`src/rtl/text_console_writer_if.sv`:
```
// Character byte stream into the console writer: valid/ready plus colour attributes.
interface text_console_writer_if #(
  parameter int ASCII_WIDTH = 8
);
  logic                   in_valid;
  logic                   in_ready;
  logic [ASCII_WIDTH-1:0] in_char;
  logic [3:0]             fg_color;
  logic [3:0]             bg_color;

  modport master (output in_valid, in_char, fg_color, bg_color, input in_ready);
  modport slave  (input in_valid, in_char, fg_color, bg_color, output in_ready);
endinterface

```
`src/rtl/text_console_writer.sv`:
```
// Writer end of the character display buffer: turns a byte stream into cell writes,
// keeping a hardware cursor and handling wrap, LF, CR, BS and screen/row clears.
module text_console_writer #(
  parameter int GRID_ROW    = 5,
  parameter int GRID_COL    = 10,
  parameter int ASCII_WIDTH = 8
) (
  input  logic                        clk_pix,
  input  logic                        rst,
  text_console_writer_if.slave        chars,
  input  logic                        clear_req,
  output logic                        busy,
  output logic [$clog2(GRID_COL)-1:0] cursor_x,
  output logic [$clog2(GRID_ROW)-1:0] cursor_y,
  output logic                        bufferWe,
  output logic [31:0]                 bufferAddr,
  output logic [31:0]                 bufferData
);
  localparam int CW    = $clog2(GRID_COL);
  localparam int RW    = $clog2(GRID_ROW);
  localparam int CELLS = GRID_ROW * GRID_COL;
  localparam int NW    = $clog2(CELLS + 1);
  localparam logic [CW-1:0] COL_LAST = CW'(GRID_COL - 1);
  localparam logic [RW-1:0] ROW_LAST = RW'(GRID_ROW - 1);
  localparam logic [NW-1:0] ROW_END  = NW'(GRID_COL);
  localparam logic [NW-1:0] ALL_END  = NW'(CELLS);

  typedef enum logic [1:0] {IDLE, CLR_ROW, CLR_ALL} state_t;

  state_t        state, state_d;
  logic [NW-1:0] cnt, cnt_d;
  logic [CW-1:0] col, col_d;
  logic [RW-1:0] row, row_d, next_row;
  logic [3:0]    fg_q, fg_d, bg_q, bg_d;
  logic          we_d;
  logic [31:0]   addr_d, data_d;
  logic [7:0]    ch;
  logic          ready, accept, clear_go;

  function automatic logic [31:0] cell_addr(input logic [RW-1:0] r, input logic [31:0] c);
    return 32'(r) * 32'(GRID_COL) + c;
  endfunction

  function automatic logic [31:0] blank(input logic [3:0] fg, input logic [3:0] bg);
    return {16'h0, bg, fg, 8'h20};
  endfunction

  assign ready          = (state == IDLE) && !clear_req;
  assign chars.in_ready = ready;
  assign busy           = (state != IDLE);
  assign cursor_x       = col;
  assign cursor_y       = row;

  always_ff @(posedge clk_pix) begin
    if (rst) begin
      state      <= IDLE;
      cnt        <= '0;
      col        <= '0;
      row        <= '0;
      fg_q       <= '0;
      bg_q       <= '0;
      bufferWe   <= 1'b0;
      bufferAddr <= '0;
      bufferData <= '0;
    end else begin
      state      <= state_d;
      cnt        <= cnt_d;
      col        <= col_d;
      row        <= row_d;
      fg_q       <= fg_d;
      bg_q       <= bg_d;
      bufferWe   <= we_d;
      bufferAddr <= addr_d;
      bufferData <= data_d;
    end
  end

  // A clear that starts from IDLE issues its first cell write on the entry edge so the
  // clear writes follow the triggering byte with no gap; the clear states then hold
  // one extra cycle so busy/in_ready cover the cycle that presents the last write.
  always_comb begin
    state_d  = state;
    cnt_d    = cnt;
    col_d    = col;
    row_d    = row;
    fg_d     = fg_q;
    bg_d     = bg_q;
    we_d     = 1'b0;
    addr_d   = bufferAddr;
    data_d   = bufferData;
    clear_go = 1'b0;
    accept   = chars.in_valid && ready;
    ch       = 8'(chars.in_char);
    next_row = (row == ROW_LAST) ? '0 : row + 1'b1;

    case (state)
      IDLE: begin
        if (clear_req) begin
          fg_d     = chars.fg_color;
          bg_d     = chars.bg_color;
          clear_go = 1'b1;
        end else if (accept) begin
          fg_d = chars.fg_color;
          bg_d = chars.bg_color;
          if (ch >= 8'h20 && ch <= 8'h7E) begin
            we_d   = 1'b1;
            addr_d = cell_addr(row, 32'(col));
            data_d = {16'h0, bg_d, fg_d, ch};
            if (col == COL_LAST) begin
              col_d   = '0;
              row_d   = next_row;
              cnt_d   = '0;
              state_d = CLR_ROW;
            end else begin
              col_d = col + 1'b1;
            end
          end else begin
            case (ch)
              8'h0A: begin
                col_d   = '0;
                row_d   = next_row;
                we_d    = 1'b1;
                addr_d  = cell_addr(next_row, 32'd0);
                data_d  = blank(fg_d, bg_d);
                cnt_d   = NW'(1);
                state_d = CLR_ROW;
              end
              8'h0D: col_d = '0;
              8'h08: begin
                if (col != '0) begin
                  col_d  = col - 1'b1;
                  we_d   = 1'b1;
                  addr_d = cell_addr(row, 32'(col - 1'b1));
                  data_d = blank(fg_d, bg_d);
                end
              end
              8'h0C:   clear_go = 1'b1;
              default: ;
            endcase
          end
        end
        if (clear_go) begin
          col_d   = '0;
          row_d   = '0;
          we_d    = 1'b1;
          addr_d  = '0;
          data_d  = blank(fg_d, bg_d);
          cnt_d   = NW'(1);
          state_d = CLR_ALL;
        end
      end
      CLR_ROW: begin
        if (cnt == ROW_END) begin
          state_d = IDLE;
        end else begin
          we_d   = 1'b1;
          addr_d = cell_addr(row, 32'(cnt));
          data_d = blank(fg_q, bg_q);
          cnt_d  = cnt + 1'b1;
        end
      end
      CLR_ALL: begin
        if (cnt == ALL_END) begin
          state_d = IDLE;
        end else begin
          we_d   = 1'b1;
          addr_d = 32'(cnt);
          data_d = blank(fg_q, bg_q);
          cnt_d  = cnt + 1'b1;
        end
      end
      default: state_d = IDLE;
    endcase
  end
endmodule

```
`src/flat_wrapper.sv`:
```
// flat-port wrapper written by rule: the top's interface ports become plain ports
module text_console_writer_flat 
#(
  parameter int GRID_ROW    = 5,
  parameter int GRID_COL    = 10,
  parameter int ASCII_WIDTH = 8
)
  (clk_pix, rst, clear_req, busy, cursor_x, cursor_y, bufferWe, bufferAddr, bufferData, chars_in_valid, chars_in_char, chars_fg_color, chars_bg_color, chars_in_ready);
  text_console_writer_if #(.ASCII_WIDTH(ASCII_WIDTH)) chars_i ();
  input  logic clk_pix;
  input  logic rst;
  input  logic clear_req;
  output logic busy;
  output logic [$clog2(GRID_COL)-1:0] cursor_x;
  output logic [$clog2(GRID_ROW)-1:0] cursor_y;
  output logic bufferWe;
  output logic [31:0] bufferAddr;
  output logic [31:0] bufferData;
  input wire logic [$bits(chars_i.in_valid)-1:0] chars_in_valid;
  input wire logic [$bits(chars_i.in_char)-1:0] chars_in_char;
  input wire logic [$bits(chars_i.fg_color)-1:0] chars_fg_color;
  input wire logic [$bits(chars_i.bg_color)-1:0] chars_bg_color;
  output wire logic [$bits(chars_i.in_ready)-1:0] chars_in_ready;
  assign chars_i.in_valid = chars_in_valid;
  assign chars_i.in_char = chars_in_char;
  assign chars_i.fg_color = chars_fg_color;
  assign chars_i.bg_color = chars_bg_color;
  assign chars_in_ready = chars_i.in_ready;
  text_console_writer #(.GRID_ROW(GRID_ROW), .GRID_COL(GRID_COL), .ASCII_WIDTH(ASCII_WIDTH)) u_core (.clk_pix(clk_pix), .rst(rst), .chars(chars_i), .clear_req(clear_req), .busy(busy), .cursor_x(cursor_x), .cursor_y(cursor_y), .bufferWe(bufferWe), .bufferAddr(bufferAddr), .bufferData(bufferData));
endmodule
```
`config.mk`:
```
export PLATFORM = sky130hd
export DESIGN_NAME = text_console_writer_flat
export DESIGN_NICKNAME = d
export VERILOG_FILES = /design/src/rtl/text_console_writer_if.sv /design/src/rtl/text_console_writer.sv /design/src/flat_wrapper.sv
export SDC_FILE = /design/constraint.sdc
export NUM_CORES = 1
export LEC_CHECK = 0
export ABC_CLOCK_PERIOD_IN_PS = 4000
export BUFFER_PORTS_ARGS = -buffer_cell sky130_fd_sc_hd__buf_2
export CAP_MARGIN = 20
export CORE_MARGIN = 2
export CORE_UTILIZATION = 51
export DETAILED_ROUTE_END_ITERATION = 6
export GPL_TIMING_DRIVEN = 0
export HOLD_SLACK_MARGIN = 0.08
export PLACE_DENSITY = 0.87
export SLEW_MARGIN = 40
export SYNTH_ARGS = -nofsm -noshare
export SYNTH_HDL_FRONTEND = slang
export SYNTH_SLANG_ARGS = --single-unit
```
`constraint.sdc`:
```
create_clock -name clk_pix -period 4 [get_ports clk_pix]
set_clock_uncertainty 0.15 [all_clocks]
set_input_delay 0.4 -clock clk_pix [delete_from_list [all_inputs] [get_ports clk_pix]]
set_output_delay 0.4 -clock clk_pix [all_outputs]
set_load 0.02 [all_outputs]
```
# ---- Yosys cells after proc, flatten, opt, wreduce, memory -nomap -nowiden
# Cells that the tools add are included.
dict set report word_totals {
  regBits 88
  latchBits 0
  mem_bits_rw 0
  mem_bits_ro 0
  input_bits 20
  output_inout_bits 74
  memories 0
}
dict set report op_classes {
  add_sub_neg 8
  multipliers 2
  div_mod_pow 0
  order_cmp 2
  n_eq_ne 23
  shift 0
  mux 68
  bitwise 0
  reduce_logical 17
}
# operator n
set ops {}
lappend ops {{$mux W32} 14}
lappend ops {{$pmux W32 S3} 2}
lappend ops {{$pmux W32 S2} 2}
lappend ops {{$mux W6} 8}
lappend ops {{$mux W4} 10}
lappend ops {{$add A7 B32 Y32} 1}
lappend ops {{$eq A8 B4 Y1 const B} 4}
lappend ops {{$mux W3} 7}
lappend ops {{$pmux W6 S3} 1}
lappend ops {{$mux W2} 8}
lappend ops {{$reduce_and A7 Y1} 2}
lappend ops {{$mul A3 B3 Y6 const B} 2}
lappend ops {{$mux W1} 12}
lappend ops {{$ne A5 B5 Y1 const B} 2}
lappend ops {{$reduce_and A5 Y1} 2}
lappend ops {{$add A7 B4 Y8} 1}
lappend ops {{$add A7 B6 Y8} 1}
lappend ops {{$ge A8 B6 Y1 const B} 1}
lappend ops {{$le A8 B7 Y1 const B} 1}
lappend ops {{$ne A4 B4 Y1 const B} 2}
lappend ops {{$pmux W4 S2} 1}
lappend ops {{$reduce_bool A4 Y1} 2}
lappend ops {{$add A6 B1 Y6 const B} 1}
lappend ops {{$eq A6 B4 Y1 const B} 1}
lappend ops {{other kinds (24)} 32}

# ---- Depth between registers and ports, before layout
dict set report depth {
  word_depth 9
  depth_mapped 13
}

# ---- Worst setup path before layout
# OpenSTA, ideal clock, no wires.
dict set report synth_timing {
  path_type {register to register}
  start {register u_core.col[0] (netlist: u_core.cursor_x[0])}
  end {register u_core.bufferAddr[12]}
  t_arrival_ns 3.961
  slack_ns -0.182
  stages_incl_launch_ff 13
  n_path_buf 0
  synth_period_minus_slack_ns 4.182
  cell_sequence {dfxtp_1 -> inv_1 -> ha_1 -> nor3b_1 -> ha_1 -> o21ai_0 -> o21ai_0 -> o21a_1 -> a21oi_1 -> nand2b_1 -> ha_1 -> or3_1 -> a21oi_1}
}
dict set report synth_via {
  elab_chain_len 9
  word_cells_on_any_way 12
  classes_between {add/sub: 2; eq/ne: 1; mux: 7; reduce/logical: 2}
}
# item line
set synth_lines {}
lappend synth_lines {{start: declaration} text_console_writer.sv:32} ;# logic [CW-1:0] col, col_d;
lappend synth_lines {{start signal: assignment} text_console_writer.sv:68} ;# col <= col_d;
lappend synth_lines {{$sub A4 B1 Y5} text_console_writer.sv:133} ;# addr_d = cell_addr(row, 32'(col - 1'b1));
lappend synth_lines {{$add A7 B32 Y32} text_console_writer.sv:41} ;# return 32'(r) * 32'(GRID_COL) + c;
lappend synth_lines {{$mux W32} text_console_writer.sv:130} ;# if (col != '0) begin
lappend synth_lines {{$pmux W32 S2} text_console_writer.sv:118} ;# case (ch)
lappend synth_lines {{$mux W32} text_console_writer.sv:105} ;# if (ch >= 8'h20 && ch <= 8'h7E) begin
lappend synth_lines {{$mux W32} text_console_writer.sv:102} ;# end else if (accept) begin
lappend synth_lines {{$mux W32} text_console_writer.sv:98} ;# if (clear_req) begin
lappend synth_lines {{$mux W32} text_console_writer.sv:142} ;# if (clear_go) begin
lappend synth_lines {{$pmux W32 S3} text_console_writer.sv:96} ;# case (state)
lappend synth_lines {{end signal: assignment} text_console_writer.sv:73} ;# bufferAddr <= addr_d;
lappend synth_lines {{end: declaration} text_console_writer.sv:16} ;# output logic [31:0] bufferAddr,
# Parallel ways exist; a longest one is shown, timed or not. The select of a mux whose other input is x is not followed.
# A chain may end at the register's enable or synchronous reset.

# ---- Final worst setup path
# Same ends and word-level chain as after synthesis.

==> results.txt <==
IO Count - 94
Fraction of layout cells with a size suffix above 1 - 21.79%
Crit path cell chain - inv_1, ha_1, xor2_1, ha_1, a211oi_1, o21ai_0, o21a_1, a21oi_1, nand2b_1, ha_1, or3_1, a21oi_1
Post-synth EDFFs - 0
IO Port Bufs - 74
H-tree depth - 3
Most used cell, CP - ha_1
First-pass GRT wire length - 20020 um
GRT overflow - 0
PnR worst setup slack - 0.3605 ns
Pleak - 2.292 nW
Hold Path Class - input pin to flip-flop
Largest family of logic cells by synthesized area - simple AND/OR/NAND/NOR gates
Antenna Nets Post-Route - 0
Final setup fails - 0
Worst path required time - 4.15 ns
Largest area contributor in the netlist - dfxtp_1
Drt pass-1 iters - 5
Synth Area per Inst - 8.194 um2
Place WS - 0.2496 ns
Max-slew headroom - 53.68%
Synth Area in Adders - 13.43%
Routed via count - 4398
Synthesized instance count - 532
Top achievable clock speed - 274.8 MHz
Post-cts resize count - 0
Crit start category - flip-flop
Vias in the first global route - 4097
Total design power - 2.532 mW
Power density cells - 490.2 nW/um2
CTS buffer count - 9
Simple-Gate Fraction of Synth Area - 21.35%
Synth Area in Compound Gates - 20.29%
Crit-path max FO - 8
Data arrival time of the worst path - 3.79 ns
Multi-input logic area - 2760 um2
WL per Instance - 17.09 um
Clock Path Buffers - 2
Placer Congestion - 0.9681
Commonest cells in the netlist - dfxtp_1, a21oi_1, nand2_1
Crit path from - u_core.cursor_x[0]
Netlist cell types - 66
Root buffer cell - clkbuf_8
Syn. warnings - 0
Nets - 698
1st-iter DRT viols - 416
WL final - 12700 um
Die ar. - 9303 um2
Setup crit end kind - flip-flop
Syn Std Cell Area - 4359 um2
Worst skew pair latency - 0.36 ns
Largest net degree at the start of global routing - 20
RR Startpoint - u_core.cursor_x[0]
# Post-CTS Setup Buffers - 0
Outcome - completed
TNS Setup - 0 ns
Synth Area in XOR/XNOR - 2.813%
DRC Markers - 0
FP Rows - 33
Post-synthesis async set-or-reset flop share - 0%
Die Span X - 96.45 um
Tcrit/Tclk final - 90.99%
Max-slew violation count - 0
HPWL Detailed - 9412 um
Initial antenna violation count - 0
# clock sinks - 66
Worst path slowest cell - dfxtp_1
Worst hold start - chars_bg_color[2]
Hold_buf cts - 0
Fin cells - 743
Max_cap viols - 0
VDD IR max - 0.2788 mV
Measured slew at the worst slew-check pin - 0.6922 ns
Seq. cell area - 1321 um2
Minimum clock period - 3.640 ns
Total track usage - 28.31%
Clock transition at path regs - 0.08 ns
Mux cell area share after synthesis - 3.731%
Most common cell in the netlist - dfxtp_1
Largest stage delay on the critical path - 0.51 ns
Worst-case reg-to-reg path depth - 12
Hold depth - 3
Placed Cells - 726
Register area share after synthesis - 30.31%
Crit Path Class - flip-flop to flip-flop
Predominant post-synthesis flop cell - dfxtp_1
Fillers - 742
Vias/cell - 5.919
Vertical die dimension - 96.45 um
Initial Util - 52.79%
Area Growth Syn to Fin - 18.51%
TritonCTS clock tree - yes
Largest cells by area after synthesis - dfxtp_1, ha_1, a21oi_1
RSZ-0062 raised after global routing - no
Synth top area share - 30.31%
Diode count - 0
Fin. Hold Viols - 0
CORE AREA - 8258 um2
Synth Register Bits - 66
## final timing paths
kind	end	slack [ns]
worst min register to register	u_core.bufferData[3]	0.30
worst max register to register	u_core.bufferAddr[12]	0.36
worst max-delay path	u_core.bufferAddr[12]	0.36
worst min-delay path	u_core.bg_q[2]	0.13
## metal layers
metal | track usage [%] | vias up | wire [um]
met3 | 6.517 | 43 | 1058
met1 | 35.70 | 2054 | 5348
met5 | 0 | - | 0
met2 | 46.24 | 221 | 5871
met4 | 12.44 | 0 | 418
li1 | - | 2080 | -
## critical path: cells and delay by family (launching register included)
kind	cells	cell delay (ns)
XOR/XNOR	1	0.25
flip-flops	1	0.51
AO/OA/AOI/OAI	5	1.21
AND/OR/NAND/NOR	2	0.52
adder cells (fa/ha/maj)	3	0.78
buffers and inverters	1	0.15
## state kept, by name, summed over array words and instances, names as in the netlist
name               flops
u_core.bufferWe        1
u_core.cursor_x        4
u_core.cnt             6
u_core.state           2
u_core.cursor_y        3
u_core.bg_q            4
u_core.bufferAddr     26
u_core.bufferData     16
u_core.fg_q            4
## logic make-up after synthesis
group	Yosys count
simple gates	189
mux	16
fa+ha+maj	45
xor+xnor	14
other cells	1
flops	66
buf+inv	64
compound gates	137
## power breakdown
group | internal (mW) | switching (mW) | leakage [nW]
combinational | 0.363 | 0.703 | 1.65
clock | 0.355 | 0.306 | 0.102
sequential | 0.746 | 0.0597 | 0.538
## per-stage QoR
step	utilization (%)	cell area (um2)	hold slack, ns
2_1_floorplan	-	4420	0.2860
5_1_grt	62.56	5166	0.1360
6_report	62.56	5166	0.1304
3_5_place_dp	59.68	4928	0.2921
3_3_place_gp	59.61	4922	0.2860
4_1_cts	62.39	5152	0.1365
## cell usage in the layout (no fill, tap or decap), types with 16 or more instances in the layout
| cell type | netlist | routed |
|---|---|---|
| buf_2 | 8 | 82 |
| dfxtp_1 | 66 | 66 |
| a21oi_1 | 55 | 55 |
| nand2_1 | 55 | 55 |
| nor2_1 | 46 | 45 |
| ha_1 | 42 | 42 |
| nand3_1 | 27 | 27 |
| buf_4 | 24 | 24 |
| o21ai_0 | 17 | 17 |
| inv_1 | 16 | 16 |
| a211oi_1 | 16 | 16 |
| conb_1 | 1 | 16 |
## layout make-up
type                            count  share of cell area (%)
Clock buffer                        9                   2.398
Timing Repair Buffer               75                   7.387
Multi-Input combinational cell    417                   53.43
Inverter                           16                   1.163
Sequential cell                    66                   25.58
Tap cell                          105                   2.543
Clock inverter                      7                   1.938
Buffer                             48                   5.570
Power figures use the tool's default switching activity.
